==> src/rtl/froc_seq_pkg.sv <==
// Shared types and default parameters for the FROC test sequencer.
// Optional feature macro: FROC_SEQ_STOP_ON_ERROR_EN.
package froc_seq_pkg;

    typedef enum logic [2:0] {
        IDLE,
        RST_HOLD,
        START,
        RUN,
        DONE
    } seq_state_t;

    localparam int DEF_RESET_CYCLES = 4;
    localparam int DEF_START_CYCLES = 4;
    localparam int DEF_MAX_CYCLE    = 1000;
    localparam int DEF_DONE_CYCLES  = 4;
    localparam int DEF_CNT_W        = 32;

endpackage

==> src/rtl/froc_test_sequencer_if.sv <==
// Control/status bundle between the sequencer and its DUT/controller.
// Optional feature macro: FROC_SEQ_STOP_ON_ERROR_EN.
interface froc_test_sequencer_if
    import froc_seq_pkg::*;
#(
    parameter int CNT_W = DEF_CNT_W
);
    logic             go;
    logic             error;
    logic             dut_reset;
    logic             start_test;
    logic             done;
    logic             busy;
    logic [CNT_W-1:0] cycle;
    logic [CNT_W-1:0] err_count;
    logic             first_err_valid;
    logic [CNT_W-1:0] first_err_cycle;

    modport master (
        input  go, error,
        output dut_reset, start_test, done, busy,
        output cycle, err_count,
        output first_err_valid, first_err_cycle
    );

    modport slave (
        output go, error,
        input  dut_reset, start_test, done, busy,
        input  cycle, err_count,
        input  first_err_valid, first_err_cycle
    );
endinterface

==> src/rtl/froc_sat_counter.sv <==
// Saturating up-counter with synchronous clear and enable.
// Optional feature macro: FROC_SEQ_STOP_ON_ERROR_EN (not used here).
module froc_sat_counter #(
    parameter int W = 32
) (
    input  logic         CLK,
    input  logic         reset,
    input  logic         clr_i,
    input  logic         en_i,
    output logic [W-1:0] cnt_o
);
    logic [W-1:0] cnt_q, cnt_d;

    always_comb begin
        cnt_d = cnt_q;
        if (clr_i)
            cnt_d = '0;
        else if (en_i && cnt_q != '1)
            cnt_d = cnt_q + W'(1);
    end

    always_ff @(posedge CLK) begin
        if (reset)
            cnt_q <= '0;
        else
            cnt_q <= cnt_d;
    end

    assign cnt_o = cnt_q;
endmodule

==> src/rtl/froc_test_sequencer.sv <==
// Cycle-exact reset/start/run/done sequencer with DUT error statistics.
// Optional feature macro: FROC_SEQ_STOP_ON_ERROR_EN (end RUN on first error).
module froc_test_sequencer
    import froc_seq_pkg::*;
#(
    parameter int RESET_CYCLES = DEF_RESET_CYCLES,
    parameter int START_CYCLES = DEF_START_CYCLES,
    parameter int MAX_CYCLE    = DEF_MAX_CYCLE,
    parameter int DONE_CYCLES  = DEF_DONE_CYCLES,
    parameter int CNT_W        = DEF_CNT_W
) (
    input logic                  CLK,
    input logic                  reset,
    froc_test_sequencer_if.master bus
);
    localparam logic [CNT_W-1:0] MAX_C = CNT_W'(MAX_CYCLE);

    seq_state_t       state_q, state_d;
    logic [31:0]      tmr_q, tmr_d;
    logic [CNT_W-1:0] cycle_q, cycle_d;
    logic [CNT_W-1:0] fec_q, fec_d;
    logic             fev_q, fev_d;
    logic             dut_reset_q, start_q, done_q, busy_q;
    logic             run_err, clr, last_run;

    assign run_err = (state_q == RUN) && bus.error;
    assign clr     = (state_q == IDLE) && bus.go;

`ifdef FROC_SEQ_STOP_ON_ERROR_EN
    assign last_run = (cycle_q == MAX_C) || bus.error;
`else
    assign last_run = (cycle_q == MAX_C);
`endif

    // Phase timer is reloaded with (length-1) on entry to each timed state
    always_comb begin
        state_d = state_q;
        tmr_d   = tmr_q;
        cycle_d = cycle_q;
        fev_d   = fev_q;
        fec_d   = fec_q;
        unique case (state_q)
            IDLE: begin
                if (bus.go) begin
                    state_d = RST_HOLD;
                    tmr_d   = 32'(RESET_CYCLES - 1);
                    cycle_d = '0;
                    fev_d   = 1'b0;
                    fec_d   = '0;
                end
            end
            RST_HOLD: begin
                if (tmr_q == '0) begin
                    state_d = START;
                    tmr_d   = 32'(START_CYCLES - 1);
                end else begin
                    tmr_d = tmr_q - 32'd1;
                end
            end
            START: begin
                if (tmr_q == '0)
                    state_d = RUN;
                else
                    tmr_d = tmr_q - 32'd1;
            end
            RUN: begin
                if (run_err && !fev_q) begin
                    fev_d = 1'b1;
                    fec_d = cycle_q;
                end
                if (last_run) begin
                    state_d = DONE;
                    tmr_d   = 32'(DONE_CYCLES - 1);
                end else begin
                    cycle_d = cycle_q + CNT_W'(1);
                end
            end
            DONE: begin
                if (tmr_q == '0)
                    state_d = IDLE;
                else
                    tmr_d = tmr_q - 32'd1;
            end
            default: state_d = IDLE;
        endcase
    end

    always_ff @(posedge CLK) begin
        if (reset) begin
            state_q     <= IDLE;
            tmr_q       <= '0;
            cycle_q     <= '0;
            fev_q       <= 1'b0;
            fec_q       <= '0;
            dut_reset_q <= 1'b0;
            start_q     <= 1'b0;
            done_q      <= 1'b0;
            busy_q      <= 1'b0;
        end else begin
            state_q     <= state_d;
            tmr_q       <= tmr_d;
            cycle_q     <= cycle_d;
            fev_q       <= fev_d;
            fec_q       <= fec_d;
            dut_reset_q <= (state_d == RST_HOLD);
            start_q     <= (state_d == START);
            done_q      <= (state_d == DONE);
            busy_q      <= (state_d != IDLE);
        end
    end

    froc_sat_counter #(
        .W(CNT_W)
    ) u_err_cnt (
        .CLK  (CLK),
        .reset(reset),
        .clr_i(clr),
        .en_i (run_err),
        .cnt_o(bus.err_count)
    );

    assign bus.dut_reset       = dut_reset_q;
    assign bus.start_test      = start_q;
    assign bus.done            = done_q;
    assign bus.busy            = busy_q;
    assign bus.cycle           = cycle_q;
    assign bus.first_err_valid = fev_q;
    assign bus.first_err_cycle = fec_q;
endmodule

==> src/flat_wrapper.sv <==
// flat-port wrapper written by rule: the top's interface ports become plain ports
module froc_test_sequencer_flat import froc_seq_pkg::*;
#(
    parameter int RESET_CYCLES = DEF_RESET_CYCLES,
    parameter int START_CYCLES = DEF_START_CYCLES,
    parameter int MAX_CYCLE    = DEF_MAX_CYCLE,
    parameter int DONE_CYCLES  = DEF_DONE_CYCLES,
    parameter int CNT_W        = DEF_CNT_W
)
  (CLK, reset, bus_go, bus_error, bus_dut_reset, bus_start_test, bus_done, bus_busy, bus_cycle, bus_err_count, bus_first_err_valid, bus_first_err_cycle);
  froc_test_sequencer_if #(.CNT_W(CNT_W)) bus_i ();
  input logic CLK;
  input logic reset;
  input wire logic [$bits(bus_i.go)-1:0] bus_go;
  input wire logic [$bits(bus_i.error)-1:0] bus_error;
  output wire logic [$bits(bus_i.dut_reset)-1:0] bus_dut_reset;
  output wire logic [$bits(bus_i.start_test)-1:0] bus_start_test;
  output wire logic [$bits(bus_i.done)-1:0] bus_done;
  output wire logic [$bits(bus_i.busy)-1:0] bus_busy;
  output wire logic [$bits(bus_i.cycle)-1:0] bus_cycle;
  output wire logic [$bits(bus_i.err_count)-1:0] bus_err_count;
  output wire logic [$bits(bus_i.first_err_valid)-1:0] bus_first_err_valid;
  output wire logic [$bits(bus_i.first_err_cycle)-1:0] bus_first_err_cycle;
  assign bus_i.go = bus_go;
  assign bus_i.error = bus_error;
  assign bus_dut_reset = bus_i.dut_reset;
  assign bus_start_test = bus_i.start_test;
  assign bus_done = bus_i.done;
  assign bus_busy = bus_i.busy;
  assign bus_cycle = bus_i.cycle;
  assign bus_err_count = bus_i.err_count;
  assign bus_first_err_valid = bus_i.first_err_valid;
  assign bus_first_err_cycle = bus_i.first_err_cycle;
  froc_test_sequencer #(.RESET_CYCLES(RESET_CYCLES), .START_CYCLES(START_CYCLES), .MAX_CYCLE(MAX_CYCLE), .DONE_CYCLES(DONE_CYCLES), .CNT_W(CNT_W)) u_core (.CLK(CLK), .reset(reset), .bus(bus_i));
endmodule
==> config.mk <==
export PLATFORM = sky130hd
export DESIGN_NAME = froc_test_sequencer_flat
export DESIGN_NICKNAME = d
export VERILOG_FILES = /design/src/rtl/froc_seq_pkg.sv /design/src/rtl/froc_test_sequencer_if.sv /design/src/rtl/froc_sat_counter.sv /design/src/rtl/froc_test_sequencer.sv /design/src/flat_wrapper.sv
export SDC_FILE = /design/constraint.sdc
export NUM_CORES = 1
export LEC_CHECK = 0
export CAP_MARGIN = 10
export CORE_AREA = 2 2 137 139
export CTS_CLUSTER_SIZE = 10
export DETAILED_ROUTE_END_ITERATION = 16
export DIE_AREA = 0 0 139 141
export GPL_ROUTABILITY_DRIVEN = 1
export PLACE_DENSITY = 0.52
export RECOVER_POWER = 100
export SETUP_SLACK_MARGIN = 0.4
export SYNTH_ARGS = -nofsm -noshare
export SYNTH_HDL_FRONTEND = slang
export SYNTH_HIERARCHICAL = 1
export SYNTH_SLANG_ARGS = --single-unit
==> constraint.sdc <==
create_clock -name CLK -period 6 [get_ports CLK]
set_clock_uncertainty 0.15 [all_clocks]
set_input_delay 1.2 -clock CLK [delete_from_list [all_inputs] [get_ports CLK]]
set_output_delay 1.2 -clock CLK [all_outputs]
set_load 0.01 [all_outputs]
# Word level (Yosys, flattened, before mapping)
# Cells that the tools add are included.
classes:
  n_addsub: 3
  n_eq_ne: 14
  mux: 19
  n_reduce_logical: 15
op_table:
  columns: ["op", "count"]
  rows:
  - ["32-bit two-way mux", 7]
  - ["32-bit case mux with 2 select lines", 2]
  - ["32-bit case mux with 4 select lines", 1]
  - ["32-bit by 1-bit adder with 32-bit output (second input constant)", 2]
  - ["32-bit by 10-bit == test with 1-bit output (second input constant)", 1]
  - ["32-bit zero test", 1]
  - ["32-bit inequality test (second input constant)", 1]
  - ["32-bit by 1-bit subtractor with 32-bit output (second input constant)", 1]
  - ["3-bit two-way mux", 5]
  - ["3-bit case mux with 5 select lines", 1]
  - ["3-bit by 2-bit == test with 1-bit output (second input constant)", 3]
  - ["2-bit inequality test (second input constant)", 4]
  - ["3-bit by 1-bit == test with 1-bit output (second input constant)", 2]
  - ["3-bit == test (second input constant)", 2]
  - ["3-bit AND reduction", 2]
  - ["1-bit logical AND", 4]
  - ["4-bit AND reduction", 1]
  - ["4-bit nonzero test", 1]
  - ["2-bit OR reduction", 2]
  - ["3-bit zero test", 1]
  - ["3-bit nonzero test", 1]
  - ["1-bit two-way mux", 2]
  - ["2-bit by 1-bit inequality test with 1-bit output (second input constant)", 1]
  - ["1-bit case mux with 2 select lines", 1]
  - ["other kinds (2)", 2]
totals:
  register_bits: 136
  in_bits: 4
  output_inout_bits: 101
  wordCells: 61

# Longest topological paths before layout
# Gate-level depths: netlist (run 1).
logic_depth:
  ltp_word: 5
  depth_mapped: 11
  mapped_depth_nobuf: 9

# By module
# Netlist (run 1), hierarchy kept.
by_module_without_submodules:
  columns: ["module", "n_inst", "cells_per_inst", "area_each_um2", "seq_area_each_um2"]
  rows:
  - ["froc_test_sequencer", 1, 549, 4578.1, 2082.0]
  - ["froc_sat_counter", 1, 198, 1620.3, 640.6]

# Worst setup path after synthesis (run 1)
# No wires, ideal clock.
synth_path:
  kind: "input -> register"
  startpoint: "input bus_error"
  endpoint: "register u_core.u_err_cnt.cnt_q[26], in the netlist u_core/u_err_cnt/cnt_o[26]"
  setup_time_ns: 0.070
  arrival_time_ns: 2.800
  path_slack_ns: 2.980
  cell_stages: 7
  path_cell_list: "nand2_1 inv_1 nand4_1 or4_4 or4_4 or3_1 a21oi_1"
synth_between:
  elab_chain_len: 2
synth_lines:
  columns: ["element", "line_no", "rtl"]
  rows:
  - ["start, declared", "flat_wrapper.sv:15", "input wire logic [$bits(bus_i.error)-1:0] bus_error;"]
  - ["1-bit logical AND", "froc_test_sequencer.sv:26", "assign run_err = (state_q == RUN) && bus.error;"]
  - ["net u_core.run_err", "froc_test_sequencer.sv:24", "logic run_err, clr, last_run;"]
  - ["1-bit logical AND", "froc_sat_counter.sv:18", "else if (en_i && cnt_q != '1)"]
  - ["end signal, assigned", "froc_sat_counter.sv:26", "cnt_q <= cnt_d;"]
  - ["end, declared", "froc_sat_counter.sv:12", "logic [W-1:0] cnt_q, cnt_d;"]
# The timed path passes the listed nets, and every way through them passes these cells.
# A chain may end at the register's enable or synchronous reset.

# Worst setup path in the final report (run 1)
layout_path:
  startpoint: "input bus_go"
  endpoint: "register u_core.cycle_q[22], in the netlist u_core/bus.cycle[22]"
layout_between:
  elab_chain_len: 2
layout_lines:
  columns: ["element", "line_no", "rtl"]
  rows:
  - ["start, declared", "flat_wrapper.sv:14", "input wire logic [$bits(bus_i.go)-1:0] bus_go;"]
  - ["2-bit inequality test (no source line)", null, null]
  - ["3-bit AND reduction (no source line)", null, null]
  - ["end signal, assigned", "froc_test_sequencer.sv:102", "cycle_q <= cycle_d;"]
  - ["end, declared", "froc_test_sequencer.sv:20", "logic [CNT_W-1:0] cycle_q, cycle_d;"]
# No other way between the ends.

==> summary.txt, run 1 <==
Setup path
  – Kind of critical path: in2reg
  – R2R depth: 7
  – Worst Path Max Fanout: 38
  – CP arrival: between 3 and 4 ns
  – Crit-path slowest cell: a211oi_1
  – CP peak stage delay: approximately 1.1 ns
  – Startpoint Class: input pin
  – Setup crit end kind: flop
  – CP required: 6.11 ns
  – Critical-path cell list: dlygate4sd3_1 -> nor2b_1 -> nand2_1 -> buf_4 -> a211oi_1 -> nand4_1 -> xor2_1 -> nor2_1

Placed design
  – Placed cells: roughly 1000
  – Detail Placement HPWL: 11400 um
  – Dpl cell area: between 7000 and 8000 um2
  – # port buffers: approximately 100
  – Gpl congestion: between 0.7 and 0.8

STA
  – Final setup violation count: 0
  – Max_slew headroom: -0.189
  – Hold Fails Final Rpt: 0
  – Unrepaired setup endpoints after global routing: false
  – Final setup TNS: 0 ns
  – FMAX: about 260 MHz
  – Slew Viols, Final: 31
  – Worst slew pin tran: around 1.8 ns
  – Final Cycle Share: 0.632
  – Period minus WS final: 3.79 ns

GRT
  – Largest net degree at the start of global routing: 48
  – Vias in the first global route: 5451
  – Global route overflow: 0
  – Gr usage total: 0.172
  – First-pass GRT wire length: ~28000 um
  – Initial antenna violation count: 0

Synth
  – Synthesized area: between 6000 and 7000 um2
  – Synth top area cells: dfxtp_1 (44%), a21oi_1 (6.4%), nand2_1 (4.7%)
  – Synthesis Warnings: 6
  – Seq/Total Area, Yosys: 0.439
  – Synth Register Bits: 136
  – Mapped Cells: roughly 750
  – Avg Inst Size Synth: 8.30 um2
  – Async S/R FF share, synth: 0
  – Most used DFF post-synth: dfxtp_1
  – EDFF count, synth: 0
  – Area share of the largest cell type after synthesis: 0.439
  – Post-synth cell types: 58
  – Cell taking the most area after synthesis: dfxtp_1
  – Post-Syn Nets: ~760

Detailed routing
  – WL/cell: 15.6 um
  – Drt pass-1 iters: 4
  – 1st-iter DRT viols: 335
  – DR vias: 5764
  – Antenna Violating Nets Remaining: 0
  – WL final: approximately 17000 um
  – Via/cell ratio: 5.35
  – DRC errors left: 0

Clocking
  – TritonCTS clock tree: built
  – Post-CTS Repair Setup Buffers: 0
  – Clk slew on worst S/H paths: around 0.06 ns
  – Clock Root Buffer: clkbuf_16
  – Hold Buf Count CTS: 0
  – TritonCTS buffer count: 17
  – H-tree lvl count: 4
  – CTS resizes: 0
  – Num Clock Sinks: approximately 140
  – Longest Clk Path Bufs: 2
  – Worst-Skew Late Latency: ~0.42 ns

Floorplan
  – Top Ports: between 100 and 150
  – Die Footprint: 19600 um2
  – Std cell rows: 50
  – Die height: roughly 140 um
  – Initial Util: 0.339
  – Die Wd: between 100 and 150 um
  – Core area: ~18000 um2

Pwr
  – Design Power: 3.46 mW
  – LEAKAGE: between 2 and 3 nW
  – Sequential Power Share: 0.332
  – Max rail drop VDD: about 0.29 mV
  – Comb power frac: 0.371
  – Sw Ratio: 0.381
  – Switching pwr: between 1 and 1.5 mW
  – Clock power frac: 0.297
  – P per Cell Area: ~430 nW/um2
  – P_int: around 2.1 mW

Final layout
  – Non-Filler Instances: between 1000 and 1500
  – Design area: 7960 um2
  – Share of layout cells above drive strength 1: 0.0616
  – Layout Nets: around 840
  – # diodes: 0
  – Most frequent cells in the layout: dfxtp_1 (136), dlygate4sd3_1 (102), a21oi_1 (79)
  – Syn-to-layout area delta: 28.4%
  – Final core occ: 0.436
  – Most common cell after layout, fill and taps aside: dfxtp_1

Min path
  – Worst min path class: reg2reg
  – Hold depth: 2

Run status
  – Status: complete, but fails checks
  – Failing checks: max-capacitance violations, max-slew violations

Run
  – MaxCap Viol Count: 1
==> area by class of cell <==
class / count / area, um2
Inverter: 13 / 48.8
Tap cell: 234 / 293
Clock buffer: 20 / 437
Fill cell: 1809 / 10300
Clock inverter: 10 / 130
Timing Repair Buffer: 110 / 1080
Sequential cell: 136 / 2720
Multi-Input combinational cell: 555 / 3250
==> synth_stat cells (all sizes together) (3+ instances only) <==
| library cell | number |
|---|---|
| nand3 | 57 |
| nor2 | 69 |
| xor2 | 29 |
| a21oi | 79 |
| and4 | 7 |
| o211ai | 7 |
| xnor2 | 14 |
| inv | 13 |
| nand2 | 78 |
| o21ai | 26 |
| clkbuf | 30 |
| a41o | 3 |
| or2 | 7 |
| and2 | 3 |
| dfxtp | 136 |
| ha | 5 |
| or3 | 28 |
| and3 | 8 |
| a31oi | 4 |
| a211oi | 7 |
| nor2b | 4 |
| nand4 | 23 |
| or4 | 21 |
| nand2b | 5 |
| o31ai | 13 |
| nor4 | 17 |
| nor3 | 11 |
| o311ai | 3 |
| buf | 13 |
==> worst max-delay path, delay by kind of cell <==
family | cells | cell delay, ns
simple gates | 4 | 0.61
xor+xnor | 1 | 0.19
buf+inv | 2 | 0.84
compound gates | 1 | 1.06
==> power by group through the flow <==
stage | clock network (mW) | registers [mW] | logic [mW]
2_1_floorplan | 0 | 1.13 | 1.06
3_3_place_gp | 0 | 1.16 | 1.26
3_5_place_dp | 0 | 1.16 | 1.31
4_1_cts | 1.05 | 1.15 | 1.32
5_1_grt | 1.09 | 1.17 | 1.44
6_report | 1.03 | 1.15 | 1.28
==> layer usage <==
metal / track usage / share of wire
met3: 0.0540 / 0.052
met5: 0 / 0
met1: 0.218 / 0.46
met4: 0.0404 / 0.0059
met2: 0.286 / 0.48
==> worst paths after layout <==
| path | start | end | slack [ns] |
|---|---|---|---|
| min reg2reg | u_core/bus.first_err_cycle[8] | u_core/bus.first_err_cycle[8] | 0.32 |
| max reg2reg | u_core/tmr_q[6] | u_core/bus.dut_reset | 2.70 |
| min | u_core/bus.first_err_cycle[8] | u_core/bus.first_err_cycle[8] | 0.32 |
| max | bus_go | u_core/bus.cycle[22] | 2.21 |
==> logic make-up (layout without fill, tap and decap cells) <==
| logic type | Yosys count | count (layout) | share of synthesized area |
|---|---|---|---|
| DFF | 136 | 136 | 0.439 |
| muxes | 3 | 3 | 0.00505 |
| xor gates and xnor gates | 43 | 43 | 0.0608 |
| adders and majority gates | 5 | 5 | 0.0101 |
| and+or+nand+nor | 347 | 347 | 0.296 |
| AOI/OAI and AO/OA | 157 | 157 | 0.152 |
| buffers and inverters | 56 | 153 | 0.0369 |
==> state kept, by name, indices dropped and copies added (netlist names) <==
register                    count
u_core/bus.start_test           1
u_core/tmr_q                   32
u_core/bus.first_err_cycle     32
u_core/bus.cycle               32
u_core/bus.done                 1
u_core/bus.busy                 1
u_core/u_err_cnt/cnt_o         32
u_core/state_q                  3
u_core/bus.dut_reset            1
u_core/bus.first_err_valid      1
==> through the flow <==
step	worst slack (ns)	hold WS (ns)
after global routing	1.92	0.343
after floorplan	2.98	0.287
after CTS	2.27	0.315
after detailed placement	1.84	0.304
final	2.21	0.316
after global placement	1.92	0.304
Power figures use the tool's default switching activity.
==> inputs of run 2 (changes only) <==
Settings changed: PLACE_DENSITY 0.52 to 0.54.
Clock period 6 ns to 3.3 ns, I/O delays scaled along.
==> run 2 against run 1 <==
The flow now finishes without violations. Highest routed layer is now met5. Combinational power grew 110%. Routed wire length up 4.6%. Final cell count increased by 2.7%. Utilization is 1.5 points higher. Cell area is 3.5% higher. Via count up 3.7%. Register-to-register slack got worse by 2.4 ns. Critical path type is now reg2reg.
==> summary.txt, run 2 (synthesized netlist as in run 1, its figures left out) <==
Floorplan
  – Initial Util: 0.339 (unchanged)
  – Core area: 18300 um2 (unchanged)
  – Die height: 141 um (unchanged)
  – Die Wd: 139 um (unchanged)
  – Die Footprint: 19600 um2 (unchanged)
  – Top Ports: 105 (unchanged)
  – Std cell rows: 50 (unchanged)

STA
  – FMAX: roughly 330 MHz
  – Unrepaired setup endpoints after global routing: true
  – Slew Viols, Final: 0 (-100%)
  – Period minus WS final: 2.99 ns
  – WHS: 0.309 ns (-0.00650 ns)
  – Hold Fails Final Rpt: 0 (unchanged)
  – Final worst setup slack: 0.307 ns (-1.90 ns)
  – Worst slew pin tran: 1.19 ns (-0.590 ns)
  – Final Cycle Share: 0.907
  – Final setup violation count: 0 (unchanged)
  – Max_slew headroom: 0.204 (+0.393)
  – Final setup TNS: 0 ns (unchanged)

Setup path
  – CP peak stage delay: 0.56 ns (-0.50 ns)
  – Worst path most repeated cell: or4_4
  – Crit-path slowest cell: or4_1
  – Worst Path Max Fanout: 4 (-89%)
  – Setup crit end kind: flop
  – Critical-path cell list: or4_4 -> or4_1 -> or2_0 -> or3_4 -> or4_4 -> a21oi_2
  – Top delay family on crit path: simple AND/OR/NAND/NOR gates
  – Startpoint Class: flop
  – Worst Path Buf+Inv: 0 (-2)
  – CP required: 3.50 ns (-2.61 ns)
  – Kind of critical path: reg2reg
  – CP arrival: 3.20 ns (-0.70 ns)

Detailed routing
  – WL final: 17600 um (+4.6%)
  – Via/cell ratio: 5.40 (+0.98%)
  – DRC errors left: 0 (unchanged)
  – Antenna Violating Nets Remaining: 0 (unchanged)
  – Drt pass-1 iters: 5 (+1)
  – 1st-iter DRT viols: 365 (+9.0%)
  – WL/cell: 15.9 um (+1.8%)
  – DR vias: 5977 (+3.7%)

Final layout
  – # diodes: 0 (unchanged)
  – Layout Nets: 870 (+3.3%)
  – Most frequent cells in the layout: dfxtp_1 (135), dlygate4sd3_1 (102), nand2_1 (78)
  – FILL cells: 1822 (+0.72%)
  – Non-Filler Instances: 1107 (+2.7%)
  – Most common cell after layout, fill and taps aside: dfxtp_1
  – Syn-to-layout area delta: 32.8%
  – Share of layout cells above drive strength 1: 0.0928 (+0.0312)

Pwr
  – Max rail drop VDD: 0.426 mV (+46%)
  – P per Cell Area: 829 nW/um2 (+91%)
  – Sw Ratio: 0.374 (-0.00731)
  – P_int: 4.27 mW (+100%)
  – LEAKAGE: 3.14 nW (+4.8%)
  – Switching pwr: 2.55 mW (+93%)
  – Design Power: 6.82 mW (+97%)
  – Comb power frac: 0.401 (+0.030)
  – Sequential Power Share: 0.309 (-0.023)
  – Clock power frac: 0.289 (-0.008)

GRT
  – Global route overflow: 0 (unchanged)
  – First-pass GRT wire length: 28100 um (+2.1%)
  – Gr usage total: 0.176 (+0.00410)
  – Initial antenna violation count: 1 (+1)
  – Vias in the first global route: 5626 (+3.2%)
  – Largest net degree at the start of global routing: 47 (-2.1%)

Placed design
  – Gpl congestion: 0.823 (+11%)
  – Placed cells: 1068 (+2.0%)
  – Detail Placement HPWL: 11900 um (+4.8%)
  – DP Worst Slack: 0.271 ns (-1.57 ns)
  – # port buffers: 104 (unchanged)

Clocking
  – Worst-Skew Late Latency: 0.42 ns (about the same)
  – H-tree lvl count: 4 (unchanged)
  – Clk slew on worst S/H paths: 0.05 ns (about the same)
  – Clock Root Buffer: clkbuf_16
  – TritonCTS buffer count: 17 (unchanged)
  – Longest Clk Path Bufs: 2 (unchanged)
  – Num Clock Sinks: 136 (unchanged)
  – TritonCTS clock tree: built

Run status
  – Status: complete, no violations

Min path
  – Worst min path class: reg2reg

Run
  – MaxCap Viol Count: 0 (-1)
## run 2: final cells by class
cell class	count	area, um2	area share
clock buffer	22	454	0.0552
clock inverter	9	149	0.0181
inverter	13	48.8	0.00593
multi-input combinational	555	3300	0.401
sequential	136	2730	0.331
tap	234	293	0.0356
timing repair buffer	138	1260	0.153
## run 2: worst reg2reg max path: cells and delay by family, from the launching register on
kind            cells  cell delay (ns)
compound gates      1             0.12
flops               1             0.34
simple gates        5             2.31
## run 2: final timing paths
path / slack [ns] / cells past startpoint / from / to
worst min-delay path: 0.31 / 1 / u_core/tmr_q[0] / u_core/tmr_q[0]
worst min register to register: 0.31 / 1 / u_core/tmr_q[0] / u_core/tmr_q[0]
worst max register to register: 0.31 / 6 / u_core/tmr_q[15] / u_core/tmr_q[31]
worst max-delay path: 0.31 / 6 / u_core/tmr_q[15] / u_core/tmr_q[31]
## run 2: power by group through the flow
| stage | registers, mW | logic, mW | clock network (mW) |
|---|---|---|---|
| floorplan | 2.05 | 1.93 | 0 |
| finish | 2.11 | 2.74 | 1.97 |
| detailed placement | 2.12 | 2.50 | 0 |
| CTS | 2.09 | 2.56 | 2.02 |
| global route | 2.15 | 3.03 | 2.08 |
| global placement | 2.11 | 2.42 | 0 |
## run 2: per-layer routing
layer	wire [um]	vias to the layer above	track usage	share of wire
li1	-	2938	-	-
met1	8110	2864	0.221	0.46
met2	8320	148	0.290	0.47
met3	867	25	0.0503	0.049
met4	264	2	0.0633	0.015
met5	13	-	0	0.00074
## run 2: stage by stage
step,cell area (um2),util
floorplan,6200,-
global placement,7540,0.413
detailed placement,7540,0.413
CTS,8170,0.447
global route,8230,0.451
finish,8230,0.451
## run 2: what timing repair did
item | 4_1_cts | 5_1_grt
setup buffers | 0 | 8
resized for setup | 5 | 18
pin swaps | 0 | 11
hold buffers | 0 | 0
gates cloned | 0 | 0
setup endpoints to repair | 19 | 63
